**src/rtl/keypad_pkg.sv**
```systemverilog
// keypad_pkg: FSM states, strobe constants and the key code to (column,row) map.
package keypad_pkg;
    typedef enum logic [1:0] {IDLE, PRESS, GAP} state_e;
    localparam logic [3:0] COL0 = 4'b1110;
    localparam logic [3:0] COL1 = 4'b1101;
    localparam logic [3:0] COL2 = 4'b1011;
    localparam logic [3:0] COL3 = 4'b0111;
    localparam logic [3:0] NO_KEY = 4'b1111;
    // Nibble i holds {column index, row index} of key code i.
    localparam logic [63:0] KEY_MAP = 64'hB3FE_DCA6_2951_8407;
    function automatic logic [3:0] strobe(input logic [1:0] idx);
        return idx == 2'd0 ? COL0 : idx == 2'd1 ? COL1 : idx == 2'd2 ? COL2 : COL3;
    endfunction
endpackage

```
**src/rtl/keypad_emulator_if.sv**
```systemverilog
// keypad_emulator_if: request handshake, scanner strobes and status of the keypad emulator.
interface keypad_emulator_if;
    logic [3:0]  cols;
    logic [3:0]  rows;
    logic        req_valid;
    logic        req_ready;
    logic [3:0]  req_key;
    logic [15:0] req_hold;
    logic        busy;
    logic        done;
    modport master (output cols, req_valid, req_key, req_hold, input rows, req_ready, busy, done);
    modport slave  (input cols, req_valid, req_key, req_hold, output rows, req_ready, busy, done);
endinterface

```
**src/rtl/keypad_map.sv**
```systemverilog
// keypad_map: key code to active-low column strobe and row return patterns.
module keypad_map
    import keypad_pkg::*;
(
    input  logic [3:0] key_i,
    output logic [3:0] col_n_o,
    output logic [3:0] row_n_o
);
    logic [3:0] pos;
    always_comb begin
        pos = KEY_MAP[{key_i, 2'b00} +: 4];
        col_n_o = strobe(pos[3:2]);
        row_n_o = strobe(pos[1:0]);
    end
endmodule

```
**src/rtl/keypad_emulator.sv**
```systemverilog
// keypad_emulator: presses one key per request on a scanned 4x4 matrix; KEYPAD_EMU_BOUNCE_EN adds contact bounce.
module keypad_emulator
    import keypad_pkg::*;
#(
    parameter int unsigned GAP_CYCLES = 8,
    parameter int unsigned BOUNCE_CYCLES = 16
) (
    input logic clk,
    input logic rst,
    keypad_emulator_if.slave bus
);
    if (GAP_CYCLES < 1 || GAP_CYCLES > 65535 || BOUNCE_CYCLES > 65535) begin : g_bad_cfg
        $error("keypad_emulator: GAP_CYCLES must be 1..65535 and BOUNCE_CYCLES at most 65535");
    end
    state_e      state_q, state_d;
    logic [15:0] cnt_q, cnt_d;
    logic [3:0]  key_q, key_d;
    logic [3:0]  key_col, key_row;
    logic        closed;
    logic        xfer;
    keypad_map u_map (.key_i(key_q), .col_n_o(key_col), .row_n_o(key_row));
    assign xfer = bus.req_valid && bus.req_ready;
    always_ff @(posedge clk) begin
        if (rst) begin
            state_q <= IDLE;
            cnt_q <= '0;
            key_q <= '0;
        end else begin
            state_q <= state_d;
            cnt_q <= cnt_d;
            key_q <= key_d;
        end
    end
    // One down-counter serves both PRESS (hold) and GAP; each phase ends when it reads 1.
    always_comb begin
        state_d = state_q;
        cnt_d = cnt_q;
        key_d = key_q;
        if (state_q == IDLE) begin
            if (xfer) begin
                state_d = PRESS;
                key_d = bus.req_key;
                cnt_d = bus.req_hold == 16'd0 ? 16'd1 : bus.req_hold;
            end
        end else if (cnt_q == 16'd1) begin
            state_d = state_q == PRESS ? GAP : IDLE;
            cnt_d = state_q == PRESS ? 16'(GAP_CYCLES) : 16'd0;
        end else begin
            cnt_d = cnt_q - 16'd1;
        end
    end
`ifdef KEYPAD_EMU_BOUNCE_EN
    logic [15:0] bnc_q, bnc_d;
    always_ff @(posedge clk) begin
        if (rst) bnc_q <= '0;
        else bnc_q <= bnc_d;
    end
    always_comb begin
        bnc_d = xfer ? 16'd0 : (state_q == PRESS && bnc_q < 16'(BOUNCE_CYCLES)) ? bnc_q + 16'd1 : bnc_q;
        closed = bnc_q >= 16'(BOUNCE_CYCLES) || !bnc_q[1];
    end
`else
    assign closed = 1'b1;
`endif
    always_comb begin
        bus.req_ready = state_q == IDLE && !rst;
        bus.busy = state_q != IDLE;
        bus.done = state_q == GAP && cnt_q == 16'd1;
        bus.rows = (state_q == PRESS && closed && bus.cols == key_col) ? key_row : NO_KEY;
    end
endmodule

```
**src/flat_wrapper.sv**
```systemverilog
// flat-port wrapper written by rule: the top's interface ports become plain ports
module keypad_emulator_flat import keypad_pkg::*;
#(
    parameter int unsigned GAP_CYCLES = 8,
    parameter int unsigned BOUNCE_CYCLES = 16
)
  (clk, rst, bus_cols, bus_req_valid, bus_req_key, bus_req_hold, bus_rows, bus_req_ready, bus_busy, bus_done);
  keypad_emulator_if bus_i ();
  input logic clk;
  input logic rst;
  input wire logic [$bits(bus_i.cols)-1:0] bus_cols;
  input wire logic [$bits(bus_i.req_valid)-1:0] bus_req_valid;
  input wire logic [$bits(bus_i.req_key)-1:0] bus_req_key;
  input wire logic [$bits(bus_i.req_hold)-1:0] bus_req_hold;
  output wire logic [$bits(bus_i.rows)-1:0] bus_rows;
  output wire logic [$bits(bus_i.req_ready)-1:0] bus_req_ready;
  output wire logic [$bits(bus_i.busy)-1:0] bus_busy;
  output wire logic [$bits(bus_i.done)-1:0] bus_done;
  assign bus_i.cols = bus_cols;
  assign bus_i.req_valid = bus_req_valid;
  assign bus_i.req_key = bus_req_key;
  assign bus_i.req_hold = bus_req_hold;
  assign bus_rows = bus_i.rows;
  assign bus_req_ready = bus_i.req_ready;
  assign bus_busy = bus_i.busy;
  assign bus_done = bus_i.done;
  keypad_emulator #(.GAP_CYCLES(GAP_CYCLES), .BOUNCE_CYCLES(BOUNCE_CYCLES)) u_core (.clk(clk), .rst(rst), .bus(bus_i));
endmodule
```
**config.mk**
```make
export PLATFORM = sky130hd
export DESIGN_NAME = keypad_emulator_flat
export DESIGN_NICKNAME = d
export VERILOG_FILES = /design/src/rtl/keypad_pkg.sv /design/src/rtl/keypad_emulator_if.sv /design/src/rtl/keypad_map.sv /design/src/rtl/keypad_emulator.sv /design/src/flat_wrapper.sv
export SDC_FILE = /design/constraint.sdc
export NUM_CORES = 1
export LEC_CHECK = 0
export CAP_MARGIN = 5
export CORE_UTILIZATION = 55
export CTS_BUF_LIST = sky130_fd_sc_hd__clkbuf_16
export DETAILED_ROUTE_END_ITERATION = 10
export GPL_ROUTABILITY_DRIVEN = 0
export MAX_ROUTING_LAYER = met4
export PLACE_DENSITY_LB_ADDON = 0.05
export SLEW_MARGIN = 20
export SYNTH_ARGS = -nofsm -noshare
export SYNTH_HDL_FRONTEND = slang
export SYNTH_SLANG_ARGS = --single-unit
```
**constraint.sdc**
```tcl
create_clock -name clk -period 4 [get_ports clk]
set_input_delay 1.2 -clock clk [delete_from_list [all_inputs] [get_ports clk]]
set_output_delay 1.2 -clock clk [all_outputs]
set_load 0.005 [all_outputs]
```
## Word-level counts from Yosys, hierarchy flattened

Index checks and enable logic that the tools add are counted.
Widths: inputs -> output; s select.

| word-level totals | value |
|---|---|
| memories | 0 |
| ROM bits | 0 |
| output and inout bits | 7 |
| memory bits (writable) | 0 |
| input bits | 27 |
| bits in latches | 0 |
| register bits after elaboration | 22 |
| logic and storage cells | 43 |

| operators by class | value |
|---|---|
| magnitude comparators | 0 |
| multiplexer cells | 16 |
| div/mod/pow operators | 0 |
| reduce and logical (&&, ||, !) cells | 13 |
| eq/ne operators | 9 |
| $mul | 0 |
| $add $sub $neg | 1 |
| shifts and indexed selects | 1 |
| bitwise gates (word level) | 0 |

Operators by type and width:

| operator | number |
|---|---|
| $mux 16 | 4 |
| $shiftx 64x7->4 const A | 1 |
| $mux 4 | 8 |
| $eq 16x1->1 const B | 1 |
| $logic_not 16->1 | 1 |
| $sub 16x1->16 const B | 1 |
| $mux 2 | 4 |
| $eq 2x1->1 const B | 3 |
| $eq 2x2->1 const B | 3 |
| $logic_not 2->1 | 3 |
| $eq 4x4->1 | 1 |
| $logic_and 1x1->1 | 4 |
| $reduce_and 2->1 | 2 |
| $reduce_bool 2->1 | 2 |
| $ne 2x1->1 const B | 1 |
| $logic_not 1->1 | 1 |

## Longest topological paths before layout

Gate-level depths: netlist of run 1.

| logic depth | value |
|---|---|
| depth after elaboration | 8 |
| depth in mapped cells | 8 |
| depth with buffers taken out | 7 |

## Hierarchy

From an unflattened synthesis of run 1, not the netlist that was laid out.

| second synthesis, totals | value |
|---|---|
| cell total of the unflattened synthesis | 207 |
| area, all modules | 1644.1 um^2 |

Modules (own cells, without submodules):

| module | area an instance (um^2) | times used | cells each |
|---|---|---|---|
| keypad_emulator | 1400.1 | 1 | 177 |
| keypad_map | 244.0 | 1 | 30 |

## Worst setup path after synthesis of run 1

No wires, ideal clock.

| timing | value |
|---|---|
| kind | input to output |
| from | in bus_cols[3] |
| to | out bus_rows[0] |
| buffers on the path | 0 |
| arrival time | 1936 ps |
| stages on the path | 4 |
| setup slack | 864 ps |
| path through | nand2_1 > a21o_1 > a2111oi_4 > nand3_1 |

| on the way | value |
|---|---|
| cells in the longest elaborated chain, start to end | 3 |

RTL lines:

| what | RTL line | text |
|---|---|---|
| start, declared | flat_wrapper.sv:11 | `input wire logic [$bits(bus_i.cols)-1:0] bus_cols;` |
| $eq 4x4->1 | keypad_emulator.sv:69 | `bus.rows = (state_q == PRESS && closed && bus.cols == key_col) ? key_row : NO_KEY;` |
| $logic_and 1x1->1 | keypad_emulator.sv:69 |  |
| $mux 4 | keypad_emulator.sv:69 |  |
| end, declared | flat_wrapper.sv:15 | `output wire logic [$bits(bus_i.rows)-1:0] bus_rows;` |

No other way between the ends.

## Worst setup path in the final report of run 1

| timing | value |
|---|---|
| from | in bus_cols[3] |
| to | out bus_rows[3] |

The elaborated chain is that of the path after synthesis.

==> results.py, run 1 <==
metrics = {
    "outcome": {
        "status": "finished, violations left",
        "violations": "DRC",
    },
    "sta": {
        "tns_ns": 0,
        "final-setup-viol-count": 0,
        "fin_skew_ns": 0.001231,
        "max-slew-margin-rel": 0.6517,
        "finalCritPeriodShare": 0.9720,
        "worst_hold_slack_ns": 0.5498,
        "hold_viol": 0,
        "max_freq_mhz": 257.2,
        "worst_pin_slew_ns": 0.5208,
        "min_period_ns": 3.888,
        "maxSlewViolCount": 0,
        "rsz0062_at_grt": "false",
    },
    "worst_setup_path": {
        "cp.required_ns": 2.80,
        "cp_cell_sequence": "clkdlybuf4s50_1 -> nand2_1 -> a21o_1 -> a2111oi_4 -> nand3_1 -> clkdlybuf4s15_1",
        "critPathArrivalTime_ns": 2.69,
        "endpoint_kind": "primary output",
        "crit_fanout": 4,
        "worstReg2RegEnd": "u_core.cnt_q[5]",
        "critPathKind": "primary input to primary output",
        "rr_worst_depth": 6,
        "critPathLaunch": "bus_cols[3]",
        "slowest_stage": "clkdlybuf4s50_1",
        "reg2reg_from": "u_core.cnt_q[0]",
        "cp-endpoint": "bus_rows[3]",
        "regToRegSetupSlack_ns": 1.95,
        "startpoint_type": "primary input",
        "critPathMaxStageDelay_ns": 0.48,
    },
    "floorplanning": {
        "die-area_um2": 3275,
        "initial_core_util": 0.5931,
        "rows": 19,
        "die_y_um": 57.23,
        "design.core.area_um2": 2829,
        "fp.dieW_um": 57.23,
        "pin_count": 34,
    },
    "detailed_routing": {
        "vias": 1846,
        "drt-wirelength-per-cell_um": 16.36,
        "drt_iter0_drc": 190,
        "first_pass_iters": 8,
        "finalWirelength_um": 4598,
        "drc_errors": 1,
        "viasPerCell": 6.569,
        "antenna_left": 0,
    },
    "yosys": {
        "synth_area_um2": 1678,
        "synth_common_cells": "nand2_1, dfxtp_1, nor2_1",
        "synth_nets": 251,
        "yosys_most_used_dff": "dfxtp_1",
        "ys_seq_area_frac": 0.2625,
        "ys_ff_latch": 22,
        "synth_area_per_cell_um2": 7.558,
        "synth_top_area_frac": 0.2625,
        "synth-edff-count": 0,
        "yosys.area.top_type": "dfxtp_1",
        "yosys_warnings": 0,
        "synth.most_common_cell": "nand2_1",
        "async_reset_ff_frac": 0,
        "synth_area_leaders": "dfxtp_1, nand2_1, a21oi_1, o21ai_0, nor2_1",
        "synth_cells": 222,
        "ys_types": 53,
    },
    "grt": {
        "grt_pass1_wl_um": 7955,
        "grt_pass1_vias": 1720,
        "grt_start_max_net_pins": 22,
        "overflow": 0,
        "grt_antenna_before_repair": 0,
        "track_usage": 0.3199,
    },
    "cts": {
        "clk_pin_slew_ns": 0.06,
        "clock_latency_ns": 0.26,
        "cts_buffers": 3,
        "cts_tree": "yes",
        "cts_max_path_buffers": 2,
        "clock-sinks": 22,
        "cts_hold_buf": 0,
        "cts_max_level": 1,
        "clockRootBuffer": "clkbuf_16",
    },
    "cells_and_area": {
        "fin_cells": 281,
        "areaGrowthSynthToFinish_pct": 24.09,
        "multiInputGateArea_um2": 1155,
        "layout-drive-gt1-share": 0.07600,
        "diodes": 0,
        "fin_nets": 280,
        "n_fill_cell": 232,
        "register_area_um2": 440.4,
    },
    "min_path": {
        "min_from": "u_core.state_q[1]",
        "hold_path_class": "flop to flop",
    },
    "power": {
        "total_power_uw": 747.1,
        "powerDensity_nw_per_um2": 358.8,
        "vdd_drop_max_mv": 0.2467,
        "p_leak_uw": 0.0007676,
    },
    "placed_design": {
        "io_buffer_count": 33,
        "dp_cells": 277,
        "hpwl_um": 3434,
    },
    "run": {
        "cap_violations": 0,
    },
}
[routing by layer]
metal / share of wire / wire [µm] / track usage
met1: 0.43 / 1996 / 0.4175
met5: 0 / 0 / -
met4: 0.027 / 125 / 0.1324
met3: 0.076 / 349 / 0.05442
met2: 0.46 / 2127 / 0.4908
[power by group]
group | internal (µW) | switching, µW | leakage, µW
sequential | 242 | 42.2 | 0.000181
combinational | 116 | 133 | 0.000548
clock | 134 | 80.7 | 0.0000385
total | 491 | 256 | 0.000768
[worst min path at each step]
stage | end | slack, ns | cells after the start
after floorplan | u_core.cnt_q[3] | 0.49 | 1
after global placement | u_core.cnt_q[9] | 0.52 | 2
after detailed placement | u_core.cnt_q[9] | 0.53 | 2
after CTS | u_core.cnt_q[9] | 0.55 | 2
after global routing | u_core.cnt_q[3] | 0.58 | 1
final | u_core.cnt_q[3] | 0.55 | 1
[layout by cell type, fill, tap and decap left out, types with 4 or more instances in the layout]
cell and instances:
clkdlybuf4s50_1 27, a22oi_1 4, nand3_1 9, nor3_1 9
nand2b_1 6, o21ai_0 15, nand4_1 4, nor4_1 4
mux2i_1 5, nor3b_1 4, nand2_1 29, nor2_1 17
a21oi_1 15, dfxtp_1 22, xor2_1 4, o31ai_1 4
inv_1 7
[through the flow]
stage	setup WS, ns	util	cell area, µm²
finish	0.1119	0.7360	2082
global route	0.003261	0.7360	2082
CTS	0.08161	0.7386	2090
detailed placement	-0.1509	0.7130	2017
global placement	-0.1128	0.7130	2017
floorplan	0.8637	-	1678
[kinds of logic after synthesis]
logic type / share of synthesized area
and+or+nand+nor: 0.3363
buffers and inverters: 0.04922
adders and majority gates: 0.01491
muxes: 0.02983
DFF: 0.2625
xor gates and xnor gates: 0.02610
AOI/OAI and AO/OA: 0.2811
[critical path, delay by kind of cell]
kind                   cells  cell delay [ns]
AO/OA/AOI/OAI              2             0.61
buffers and inverters      2             0.69
AND/OR/NAND/NOR            2             0.19
[area by class of cell]
| class | instances | share of cell area |
|---|---|---|
| repair buffers | 36 | 0.1629 |
| clock inverters | 1 | 0.001803 |
| flip-flops and latches | 22 | 0.2115 |
| multi-input cells | 180 | 0.5547 |
| clock buffers | 3 | 0.03606 |
| well taps | 31 | 0.01863 |
| inverters | 8 | 0.01442 |
[sequential cells by signal, indices dropped and copies added, names as in the netlist]
register,flops
u_core.cnt_q,16
u_core.key_q,4
u_core.state_q,2
[what timing repair did]
action	4_1_cts	5_1_grt
setup endpoints to repair	4	4
buffers inserted	0	0
gates resized for setup	5	8
endpoints found under the hold margin	0	0
pin swaps	2	5
Power figures use the tool's default switching activity.
==> inputs of run 2 (changes only) <==
ABC_CLOCK_PERIOD_IN_PS = 4000   (was default)
==> results of run 2 <==
Final layout, timing and power as in run 1 (identical DEF).
==> inputs of run 3 (changes only) <==
CAP_MARGIN = 0   (was 5)
==> results of run 3 <==
Final layout, timing and power as in run 1 (identical DEF).
